===== src/rtl/arith_pkg.sv =====
// Shared definitions for the arithmetic unit.
//   - div_state_e : sequential divider control states
//   - DIV_W       : operand width of the divider / adder_subtractor datapath
//   - DIV_ITER    : number of restoring iterations per division
//   - DIV_CNT_W   : width of the iteration counter
package arith_pkg;

    localparam int unsigned DIV_W     = 4;
    localparam int unsigned DIV_ITER  = 4;
    localparam int unsigned DIV_CNT_W = 3;

    typedef enum logic [1:0] {
        StIdle = 2'd0,
        StCalc = 2'd1,
        StDone = 2'd2
    } div_state_e;

    // Restoring step input: the partial remainder shifted left by one with the
    // next dividend bit brought in. Bit DIV_W is the bit shifted out of A.
    function automatic logic [DIV_W:0] div_shift_pair(input logic [DIV_W-1:0] a,
                                                      input logic             q_msb);
        return {a, q_msb};
    endfunction

endpackage


===== src/rtl/adder_subtractor.sv =====
// Combinational 4-bit ripple-carry adder/subtractor.
//   a, b : operands
//   m    : mode, 0 = a + b, 1 = a - b (two's complement, b inverted, carry-in 1)
//   s    : sum / difference
//   cout : carry out; in subtract mode 1 means no borrow (a >= b)
module adder_subtractor
    import arith_pkg::*;
(
    input  logic [DIV_W-1:0] a,
    input  logic [DIV_W-1:0] b,
    input  logic             m,
    output logic [DIV_W-1:0] s,
    output logic             cout
);

    logic [DIV_W-1:0] b_eff;
    logic [DIV_W:0]   carry;

    assign b_eff    = b ^ {DIV_W{m}};
    assign carry[0] = m;

    for (genvar i = 0; i < DIV_W; i++) begin : g_fa
        assign s[i]       = a[i] ^ b_eff[i] ^ carry[i];
        assign carry[i+1] = (a[i] & b_eff[i]) | (a[i] & carry[i]) | (b_eff[i] & carry[i]);
    end

    assign cout = carry[DIV_W];

endmodule


===== src/rtl/seq_divider.sv =====
// Sequential 4-bit unsigned restoring divider, one iteration per clock.
//   clk         : clock, rising edge
//   rst_n       : synchronous active-low reset
//   start       : request a division, only honoured in idle
//   dividend    : unsigned dividend, captured with an accepted start
//   divisor     : unsigned divisor, captured with an accepted start
//   busy        : division in progress
//   done        : one-cycle pulse when results become valid
//   quotient    : registered quotient, held until the next accepted start
//   remainder   : registered remainder, held until the next accepted start
//   div_by_zero : divisor was zero; quotient forced to all ones, remainder = dividend
module seq_divider
    import arith_pkg::*;
(
    input  logic             clk,
    input  logic             rst_n,
    input  logic             start,
    input  logic [DIV_W-1:0] dividend,
    input  logic [DIV_W-1:0] divisor,
    output logic             busy,
    output logic             done,
    output logic [DIV_W-1:0] quotient,
    output logic [DIV_W-1:0] remainder,
    output logic             div_by_zero
);

    div_state_e state_q, state_d;

    logic [DIV_W-1:0]     a_q, a_d;
    logic [DIV_W-1:0]     q_q, q_d;
    logic [DIV_W-1:0]     m_q, m_d;
    logic [DIV_CNT_W-1:0] cnt_q, cnt_d;
    logic [DIV_W-1:0]     quotient_q, quotient_d;
    logic [DIV_W-1:0]     remainder_q, remainder_d;
    logic                 dbz_q, dbz_d;

    // Trial subtraction datapath
    logic [DIV_W:0]   shift_pair;
    logic             shift_msb;
    logic [DIV_W-1:0] a_shift;
    logic [DIV_W-1:0] diff;
    logic             no_borrow;
    logic             q_bit;

    assign shift_pair = div_shift_pair(a_q, q_q[DIV_W-1]);
    assign shift_msb  = shift_pair[DIV_W];
    assign a_shift    = shift_pair[DIV_W-1:0];

    adder_subtractor u_addsub (
        .a    (a_shift),
        .b    (m_q),
        .m    (1'b1),
        .s    (diff),
        .cout (no_borrow)
    );

    // A set shifted-out bit means the true shifted remainder is >= 16 > M, so the
    // subtraction must succeed; the 4-bit difference is still exact because
    // A < M keeps the true difference below M.
    assign q_bit = shift_msb | no_borrow;

    always_comb begin
        state_d     = state_q;
        a_d         = a_q;
        q_d         = q_q;
        m_d         = m_q;
        cnt_d       = cnt_q;
        quotient_d  = quotient_q;
        remainder_d = remainder_q;
        dbz_d       = dbz_q;

        case (state_q)
            StIdle: begin
                if (start) begin
                    a_d         = '0;
                    q_d         = dividend;
                    m_d         = divisor;
                    cnt_d       = DIV_CNT_W'(DIV_ITER);
                    quotient_d  = '0;
                    remainder_d = '0;
                    dbz_d       = 1'b0;
                    if (divisor == '0) begin
                        quotient_d  = '1;
                        remainder_d = dividend;
                        dbz_d       = 1'b1;
                        state_d     = StDone;
                    end else begin
                        state_d = StCalc;
                    end
                end
            end

            StCalc: begin
                a_d   = q_bit ? diff : a_shift;
                q_d   = {q_q[DIV_W-2:0], q_bit};
                cnt_d = cnt_q - DIV_CNT_W'(1);
                if (cnt_q == DIV_CNT_W'(1)) begin
                    // Last iteration: publish the post-update registers.
                    quotient_d  = q_d;
                    remainder_d = a_d;
                    state_d     = StDone;
                end
            end

            StDone: begin
                state_d = StIdle;
            end

            default: begin
                state_d = StIdle;
            end
        endcase
    end

    always_ff @(posedge clk) begin
        if (!rst_n) begin
            state_q     <= StIdle;
            a_q         <= '0;
            q_q         <= '0;
            m_q         <= '0;
            cnt_q       <= '0;
            quotient_q  <= '0;
            remainder_q <= '0;
            dbz_q       <= 1'b0;
        end else begin
            state_q     <= state_d;
            a_q         <= a_d;
            q_q         <= q_d;
            m_q         <= m_d;
            cnt_q       <= cnt_d;
            quotient_q  <= quotient_d;
            remainder_q <= remainder_d;
            dbz_q       <= dbz_d;
        end
    end

    assign busy        = (state_q == StCalc);
    assign done        = (state_q == StDone);
    assign quotient    = quotient_q;
    assign remainder   = remainder_q;
    assign div_by_zero = dbz_q;

endmodule

===== config.mk =====
export PLATFORM = sky130hd
export DESIGN_NAME = seq_divider
export DESIGN_NICKNAME = d
export VERILOG_FILES = /design/src/rtl/arith_pkg.sv /design/src/rtl/adder_subtractor.sv /design/src/rtl/seq_divider.sv
export SDC_FILE = /design/constraint.sdc
export NUM_CORES = 1
export LEC_CHECK = 0
export CAP_MARGIN = 20
export CORE_MARGIN = 10
export CORE_UTILIZATION = 47
export DETAILED_ROUTE_END_ITERATION = 6
export GPL_TIMING_DRIVEN = 0
export PLACE_DENSITY = 0.71
export SKIP_LAST_GASP = 1
export SLEW_MARGIN = 40
export SYNTH_ARGS = -nofsm -noshare
export SYNTH_HDL_FRONTEND = slang
export SYNTH_SLANG_ARGS = --single-unit
export TNS_END_PERCENT = 1

===== constraint.sdc =====
create_clock -name clk -period 2.25 [get_ports clk]
set_input_delay 0.45 -clock clk [delete_from_list [all_inputs] [get_ports clk]]
set_output_delay 0.45 -clock clk [all_outputs]
set_load 0.005 [all_outputs]

==> flow_summary.toml, run 1 <==
[synth]
synth.mux.area_fraction_pct = 3.00
synth_xor_area_share_pct = 0.656
synth_edf_count = 0
synthAdderAreaFrac_pct = 7.31
synth.net_count = 159
synth_top_cell_by_area = "dfxtp_1"
synth_compound_area_share_pct = 24.1
netlist.area_leader.share_pct = 39.0
ys.flop_type = "dfxtp_1"
ys_seq_area_share_pct = 39.0
ys_ff_latch = 26
async_reset_ff_share_pct = 0
ys_types = 39
synthCells = 142
synth_area_leaders = "dfxtp_1 39%, fa_1 4.5%, o31ai_1 4.5%"
synthesis.area_sq_um = 1340
synth_warnings = 0
synth_top_family_by_area = "compound AO/OA/AOI/OAI gates"
synth_area_per_cell_sq_um = 9.40
yosys.area_share.simple_pct = 17.9

[clock_tree]
clkTransAtPathRegs_ns = 0.14
root_buffer = "clkbuf_4"
cts_buffer_depth = 2
numCtsBuffers = 3
cts_sinks = 26
holdBufCountCts = 0
htreeDepth = 1
tritoncts = "done"
insertion_delay_ns = 0.32

[worst_setup_path]
cp-startpoint = "q_q[3]"
r2r_start = "q_q[3]"
cp_data_required_time_ns = 2.47
crit_type = "flip-flop to flip-flop"
startpoint_type = "flip-flop"
cp_max_fo = 5
crit_arrival_ns = 2.62
cp-end-kind = "flip-flop"

[placed_design]
place_area_sq_um = 1600
place_hpwl_mm = 2.34
io_buffers = 21
place_ws_ns = -0.170
gp_congestion = 0.773

[final_layout]
seq_area_sq_um = 524
drive_above_1_share_pct = 20.2
fill_cells = 236
finalNetCount = 187
post-route-cell-area_sq_um = 1730
utilization_pct = 63.1
n_antenna_cell = 0
multi_input_area_sq_um = 793
syn2layout_area_growth_pct = 29.2

[timing]
maxSlewViolCount = 0
worstMarginPinSlew_ns = 0.732
hold_viol_final = 0
setup_violations = 10
period_share_pct = 107
finClkSkew_ns = 0.00493
setup_slack_ns = -0.151
fmax_ghz = 0.416
fin_crit_ns = 2.40
max_slew_margin_pct = 51.2
rsz0062_at_grt = "yes"
holdWs_ns = 0.497

[die]
pin_count = 22
core_area_sq_um = 2730
die_w_um = 73.3
fp-row-count = 19
die_y_um = 73.3
start_util_pct = 48.8
die_area_sq_um = 5370

[run_status]
violations = "setup timing"
outcome = "finished, violations left"

[drt]
drc_errors = 0
num_vias = 1138
dr.pass1.iters = 4
drtAntennaViolNets = 0
viasPerCell = 5.72
wl_per_cell_um = 16.2
drtIter0Drc = 52
wirelength_mm = 3.23

[min_path]
min_from = "q_q[0]"
hold_class = "flip-flop to flip-flop"

[pwr]
ir_worst_vdd_v = 0.000476
leakage_nw = 0.634
p_per_area_nw_per_um2 = 636

[global_route]
grt_overflow = 0
antenna_found_initial = 0
first_global_vias = 1175
grt_pass1_wl_mm = 5.59
track_usage_pct = 12.6
grt_start_max_net_pins = 14

[job]
drv_cap = 0
==> cells in the mapped netlist (5+ instances only) <==
cell / count
a21oi_1: 5
a31oi_1: 8
dfxtp_1: 26
inv_1: 9
nand2_1: 11
nor2b_1: 7
o21ai_0: 7
o31ai_1: 8
==> logic make-up after synthesis <==
family                   after synthesis
buffers and inverters                 20
flip-flops                            26
XOR/XNOR                               1
adder cells (fa/ha/maj)                6
multiplexers                           4
AND/OR/NAND/NOR                       39
AO/OA/AOI/OAI                         46
==> timing repair <==
item,4_1_cts,5_1_grt
resized for setup,12,12
pin swaps,0,6
setup endpoints to repair,10,11
endpoints found under the hold margin,0,0
setup buffers,0,1
cloned,1,0
==> per-layer routing <==
layer	vias up	wire length, um	global-route usage [%]
met4	0	28	3.93
li1	559	-	-
met1	545	1420	15.4
met2	30	1540	20.5
met5	-	0	0
met3	4	241	4.17
==> metrics by stage <==
stage | TNS, ns | total power [W] | std cells
final | -1.18 | 0.00110 | 199
after global routing | -2.33 | 0.00116 | 199
after global placement | -0.712 | 0.000843 | 194
after floorplan | 0 | 0.000741 | 142
after detailed placement | -0.961 | 0.000852 | 194
after CTS | -0.797 | 0.00108 | 198
==> registers in the layout (all words and copies together) (netlist names) <==
name,flops
cnt_q,3
div_by_zero,1
state_q,2
remainder,4
quotient,4
a_q,4
q_q,4
m_q,4
==> final cells by class <==
| type | instances | area share [%] |
|---|---|---|
| clock buffers | 3 | 1.31 |
| multi-input cells | 96 | 46.0 |
| well taps | 31 | 2.25 |
| repair buffers | 23 | 13.3 |
| inverters | 10 | 2.32 |
| plain buffers | 10 | 4.50 |
| flip-flops and latches | 26 | 30.4 |
==> worst paths after layout <==
check        cells after the start            to  slack, ns
min                              2        q_q[0]       0.50
min reg2reg                      2        q_q[0]       0.50
max reg2reg                     10  remainder[2]      -0.15
max                             10  remainder[2]      -0.15
==> critical path, cell delays in order (launching register included) <==
cell and delay [ns]:
dfxtp_4 0.39, inv_4 0.05, ha_4 0.12, inv_2 0.03, fa_2 0.35, fa_2 0.37
fa_2 0.39, buf_6 0.15, o21a_1 0.18, o21ai_2 0.16, a31oi_1 0.09
==> placed cells by master, fill, tap and decap left out, types with 2 or more instances in the layout <==
| master | n |
|---|---|
| o21ai_0 | 3 |
| inv_1 | 7 |
| nor3b_4 | 4 |
| a31oi_1 | 8 |
| clkbuf_4 | 3 |
| nand3b_1 | 2 |
| clkbuf_1 | 3 |
| a21boi_0 | 2 |
| o21ai_2 | 4 |
| dfxtp_1 | 25 |
| a21boi_1 | 3 |
| nor2_1 | 3 |
| buf_2 | 2 |
| o31ai_1 | 8 |
| nand2_1 | 11 |
| a21oi_1 | 5 |
| buf_6 | 6 |
| mux2i_1 | 4 |
| o21a_1 | 4 |
| fa_2 | 3 |
| nand3_1 | 4 |
| clkdlybuf4s50_1 | 21 |
| ha_1 | 2 |
| nor2b_1 | 7 |
| inv_2 | 2 |
| o221a_2 | 3 |
==> power breakdown <==
group,total [W],internal [W],switching [W]
combinational,0.000355,0.000185,0.000170
sequential,0.000540,0.000506,0.0000340
clock,0.000202,0.0000629,0.000139
total,0.00110,0.000754,0.000343
Note: power is estimated with default switching activity, not from simulation.
==> inputs of run 2 (changes only) <==
- CORE_MARGIN: 10 -> not set
==> run 2 against run 1 <==
Net effect:
- global-route usage up 8.4 points
- largest cell class unchanged
- clock skew down 0.0040 ns
- clock power up 17%
- clock-buffer cell count up 1
- first-iteration DRC count down 56%
- the flow still finishes with violations (setup timing)
- wire length down 7.8%
- register-to-register slack better by 0.07 ns
- sequential share of layout area up 0.64 points
- combinational power down 7.9%
==> flow_summary.toml, run 2 (synthesis results as in run 1) <==
[global_route]
antenna_found_initial = 0
grt_start_max_net_pins = 15
grt_pass1_wl_mm = 5.14
use_met3_pct = 2.81
first_global_vias = 1132
met2_usage_pct = 34.6
grt_overflow = 0
grt-busiest-layer = "met2"
track_usage_pct = 21.0
use_met1_pct = 27.9

[run_status]
outcome = "finished, violations left"
violations = "setup timing"

[job]
drv_cap = 0

[die]
pin_count = 22
die_w_um = 55.3
fp-row-count = 18
die_area_sq_um = 3060
core_area_sq_um = 2590
die_y_um = 55.3
start_util_pct = 51.5

[timing]
worstMarginPinSlew_ns = 0.617
maxSlewViolCount = 0
max_slew_margin_pct = 58.5
fin_crit_ns = 2.33
setup_tns_ns = -0.440
period_share_pct = 104
finClkSkew_ns = 0.000967
rsz0062_at_grt = "yes"
setup_violations = 10
fmax_ghz = 0.429
setup_slack_ns = -0.0819
hold_viol_final = 0

[placed_design]
place_ws_ns = -0.185
place_hpwl_mm = 2.14
gp_congestion = 0.761
place_area_sq_um = 1600
io_buffers = 21
post-place-cells = 193

[clock_tree]
clkTransAtPathRegs_ns = 0.14
cts_sinks = 26
root_buffer = "clkbuf_4"
tritoncts = "done"
cts_buffer_depth = 2
insertion_delay_ns = 0.32
numCtsBuffers = 3
htreeDepth = 1

[final_layout]
finalNonFillerCells = 199
n_antenna_cell = 0
finalNetCount = 187
drive_above_1_share_pct = 18.3
post-route-cell-area_sq_um = 1680
layout_common_cells = "25 x dfxtp_1, 21 x clkdlybuf4s50_1, 11 x nand2_1"
syn2layout_area_growth_pct = 26.0
mostFrequentLayoutCell = "dfxtp_1"

[worst_setup_path]
critPathTopFamily = "adder cells"
cp_max_fo = 5
path_cells = "inv_1 > ha_1 > inv_1 > fa_2 > fa_2 > fa_2 > buf_6 > o21a_1 > o21ai_2 > a31oi_1"
crit_type = "flip-flop to flip-flop"
critPathBufInv = 3
critPathMostFrequentCell = "fa_2"
cp-end-kind = "flip-flop"
crit_arrival_ns = 2.56
cp_data_required_time_ns = 2.48
startpoint_type = "flip-flop"
worst_path_max_delay_cell = "fa_2"
slowest_delay_ns = 0.36

[drt]
dr.pass1.iters = 4
drc_errors = 0
num_vias = 1146
viasPerCell = 5.76
drtAntennaViolNets = 0
wirelength_mm = 2.98
wl_per_cell_um = 15.0
drtIter0Drc = 23

[pwr]
leakage_nw = 0.638
p_per_area_nw_per_um2 = 655
ir_worst_vdd_v = 0.000434
p_total_w = 0.00110

[min_path]
hold_class = "flip-flop to flip-flop"
## run 2: cell count changes in the layout (fill, tap and decap cells not counted), sizes merged
| cell | change |
|---|---|
| clkbuf | +1 |
## run 2: path summary, 6_finish.rpt
kind	startpoint	to	slack [ns]	cells past startpoint
worst min-delay path	q_q[0]	q_q[0]	0.50	2
worst min register to register	q_q[0]	q_q[0]	0.50	2
worst max register to register	q_q[3]	remainder[3]	-0.08	10
worst max-delay path	q_q[3]	remainder[3]	-0.08	10
## run 2: repair_timing
action                                  CTS  global route
cloned                                    1             0
hold buffers                              0             0
buffers inserted                          1             0
pin swaps                                 2             0
resized for setup                        10             1
endpoints found under the setup margin   10            11
## run 2: power by group
part           internal, W  total [W]  switching (W)
Combinational     0.000171   0.000327       0.000156
Sequential        0.000506   0.000537      0.0000304
Clock            0.0000990   0.000237       0.000138
Total             0.000777    0.00110       0.000325
## run 2: tightest hold or removal path, stage by stage (launching register included)
cell	delay, ns
dfxtp_1	0.35
nand2_1	0.05
a21boi_0	0.06
## run 2: cell type report
type,instances,area [sq um]
plain buffers,10,77.6
inverters,10,37.5
fillers,222,908
repair buffers,23,223
well taps,30,37.5
clock buffers,4,36.3
flip-flops and latches,26,522
multi-input cells,96,748
## run 2: through the flow
step                utilization, %  hold slack, ns
floorplan                        -           0.457
global placement              61.8           0.477
detailed placement            61.8           0.480
CTS                           64.9           0.499
global route                  64.9           0.520
finish                        64.9           0.499
## run 2: per-layer routing
| metal | up-vias | share of wire (%) |
|---|---|---|
| met1 | 550 | 47 |
| met5 | - | 0 |
| li1 | 562 | - |
| met3 | 2 | 5.3 |
| met4 | 0 | 1.0 |
| met2 | 32 | 47 |
==> inputs of run 3 (changes only) <==
- REMOVE_ABC_BUFFERS: not set -> 1
==> run 3 against run 2 <==
Net effect:
- the flow still finishes with violations (setup timing)
- non-clock buffer count shrank 8
- setup slack better by 0.0055 ns
- critical path depth did not move
- wire length fell by 4.8%
- register-to-register slack about the same
- clock-buffer cell count is 1 lower
- sequential power grew 2%
- die area did not move
- hold slack improved by 0.0099 ns
- fmax is 0.24% higher
- global-route usage down 1.3 points
==> flow_summary.toml, run 3 (synthesis results as in run 1) <==
[run_status]
outcome = "finished, violations left"
violations = "setup timing"

[timing]
period_share_pct = 103
fin_crit_ns = 2.33
fmax_ghz = 0.430
max_slew_margin_pct = 52.8
setup_violations = 10
setup_slack_ns = -0.0764
rsz0062_at_grt = "yes"
hold_viol_final = 0
finClkSkew_ns = 0.00169
holdWs_ns = 0.508
setup_tns_ns = -0.385
worstMarginPinSlew_ns = 0.708
maxSlewViolCount = 0

[min_path]
hold_class = "flip-flop to flip-flop"

[final_layout]
syn2layout_area_growth_pct = 24.6
mostFrequentLayoutCell = "dfxtp_1"
n_antenna_cell = 0
fill_cells = 218
finalNetCount = 179
layout_common_cells = "23 x dfxtp_1, 20 x clkdlybuf4s50_1, 11 x nand2_1"
drive_above_1_share_pct = 19.3

[die]
pin_count = 22
die_y_um = 55.3
start_util_pct = 51.5
die_area_sq_um = 3060
fp-row-count = 18
core_area_sq_um = 2590
die_w_um = 55.3

[global_route]
first_global_vias = 1057
track_usage_pct = 19.7
grt_overflow = 0
grt_pass1_wl_mm = 4.75
use_met1_pct = 25.2
use_met3_pct = 3.75
met2_usage_pct = 31.3
grt-busiest-layer = "met2"
grt_start_max_net_pins = 27
antenna_found_initial = 0

[pwr]
p_per_area_nw_per_um2 = 714
ir_worst_vdd_v = 0.000425
leakage_nw = 0.615
p_total_w = 0.00119

[drt]
drtAntennaViolNets = 0
viasPerCell = 5.85
wirelength_mm = 2.84
dr.pass1.iters = 4
num_vias = 1118
drc_errors = 0
drtIter0Drc = 35
wl_per_cell_um = 14.8

[job]
drv_cap = 0

[clock_tree]
cts_sinks = 26
root_buffer = "clkbuf_4"
insertion_delay_ns = 0.32
clkTransAtPathRegs_ns = 0.14
cts_buffer_depth = 2
htreeDepth = 1
numCtsBuffers = 3
tritoncts = "done"
holdBufCountCts = 0

[placed_design]
place_hpwl_mm = 1.85
gp_congestion = 0.792
io_buffers = 21

[worst_setup_path]
worst_path_max_delay_cell = "fa_2"
critPathMostFrequentCell = "fa_2"
cp_data_required_time_ns = 2.51
slowest_delay_ns = 0.37
crit_arrival_ns = 2.58
startpoint_type = "flip-flop"
cp_max_fo = 5
cp-end-kind = "flip-flop"
path_cells = "inv_1 > ha_1 > inv_1 > fa_2 > fa_2 > fa_2 > buf_6 > o21ai_4 > o311ai_4 > a31oi_1"
crit_type = "flip-flop to flip-flop"
## run 3: changes by cell type in the layout (fill, tap and decap cells not counted), sizes merged
cell	before	now
clkdlybuf4s50	21	20
clkbuf	7	3
buf	9	5
bufinv	0	1
## run 3: stage by stage
stage	worst slack [ns]	instances	util [%]	instance area (sq um)
after floorplan	-0.115	132	-	1260
after global placement	-0.331	183	58.4	1510
after detailed placement	-0.346	183	58.4	1510
after CTS	-0.109	191	64.3	1670
after global routing	-0.170	191	64.2	1660
final	-0.0764	191	64.2	1660
## run 3: worst paths after layout
kind	from	endpoint	slack, ns	cells past startpoint
max	q_q[3]	remainder[0]	-0.08	10
min	q_q[1]	quotient[2]	0.51	2
max reg2reg	q_q[3]	remainder[0]	-0.08	10
min reg2reg	q_q[1]	quotient[2]	0.51	2
## run 3: layout make-up
type | instances | area, sq um | share of cell area (%)
repair buffers | 25 | 239 | 14.4
clock inverters | 1 | 30.0 | 1.81
well taps | 30 | 37.5 | 2.26
multi-input cells | 96 | 772 | 46.4
flip-flops and latches | 26 | 524 | 31.5
inverters | 10 | 37.5 | 2.26
clock buffers | 3 | 22.5 | 1.35
## run 3: metal layers
layer | routed length (um) | up-vias
met4 | 57 | 0
met1 | 1250 | 522
met2 | 1340 | 42
met3 | 183 | 7
li1 | - | 547
met5 | 0 | -
## run 3: power breakdown
part,internal (W),leakage (nW),switching [W]
combinational,0.000168,0.373,0.000150
clock,0.000180,0.0279,0.000140
sequential,0.000507,0.215,0.0000420
## run 3: repair_timing
item / CTS / global route
resized for setup: 25 / 1
gates cloned: 0 / 0
pin swaps: 5 / 5
setup endpoints to repair: 11 / 11
setup buffers: 4 / 0
## run 3: critical path: cells and delay by family, from the launching register on
kind / cells / cell delay (ns)
flops: 1 / 0.34
compound gates: 3 / 0.48
buf+inv: 3 / 0.25
fa+ha+maj: 4 / 1.19
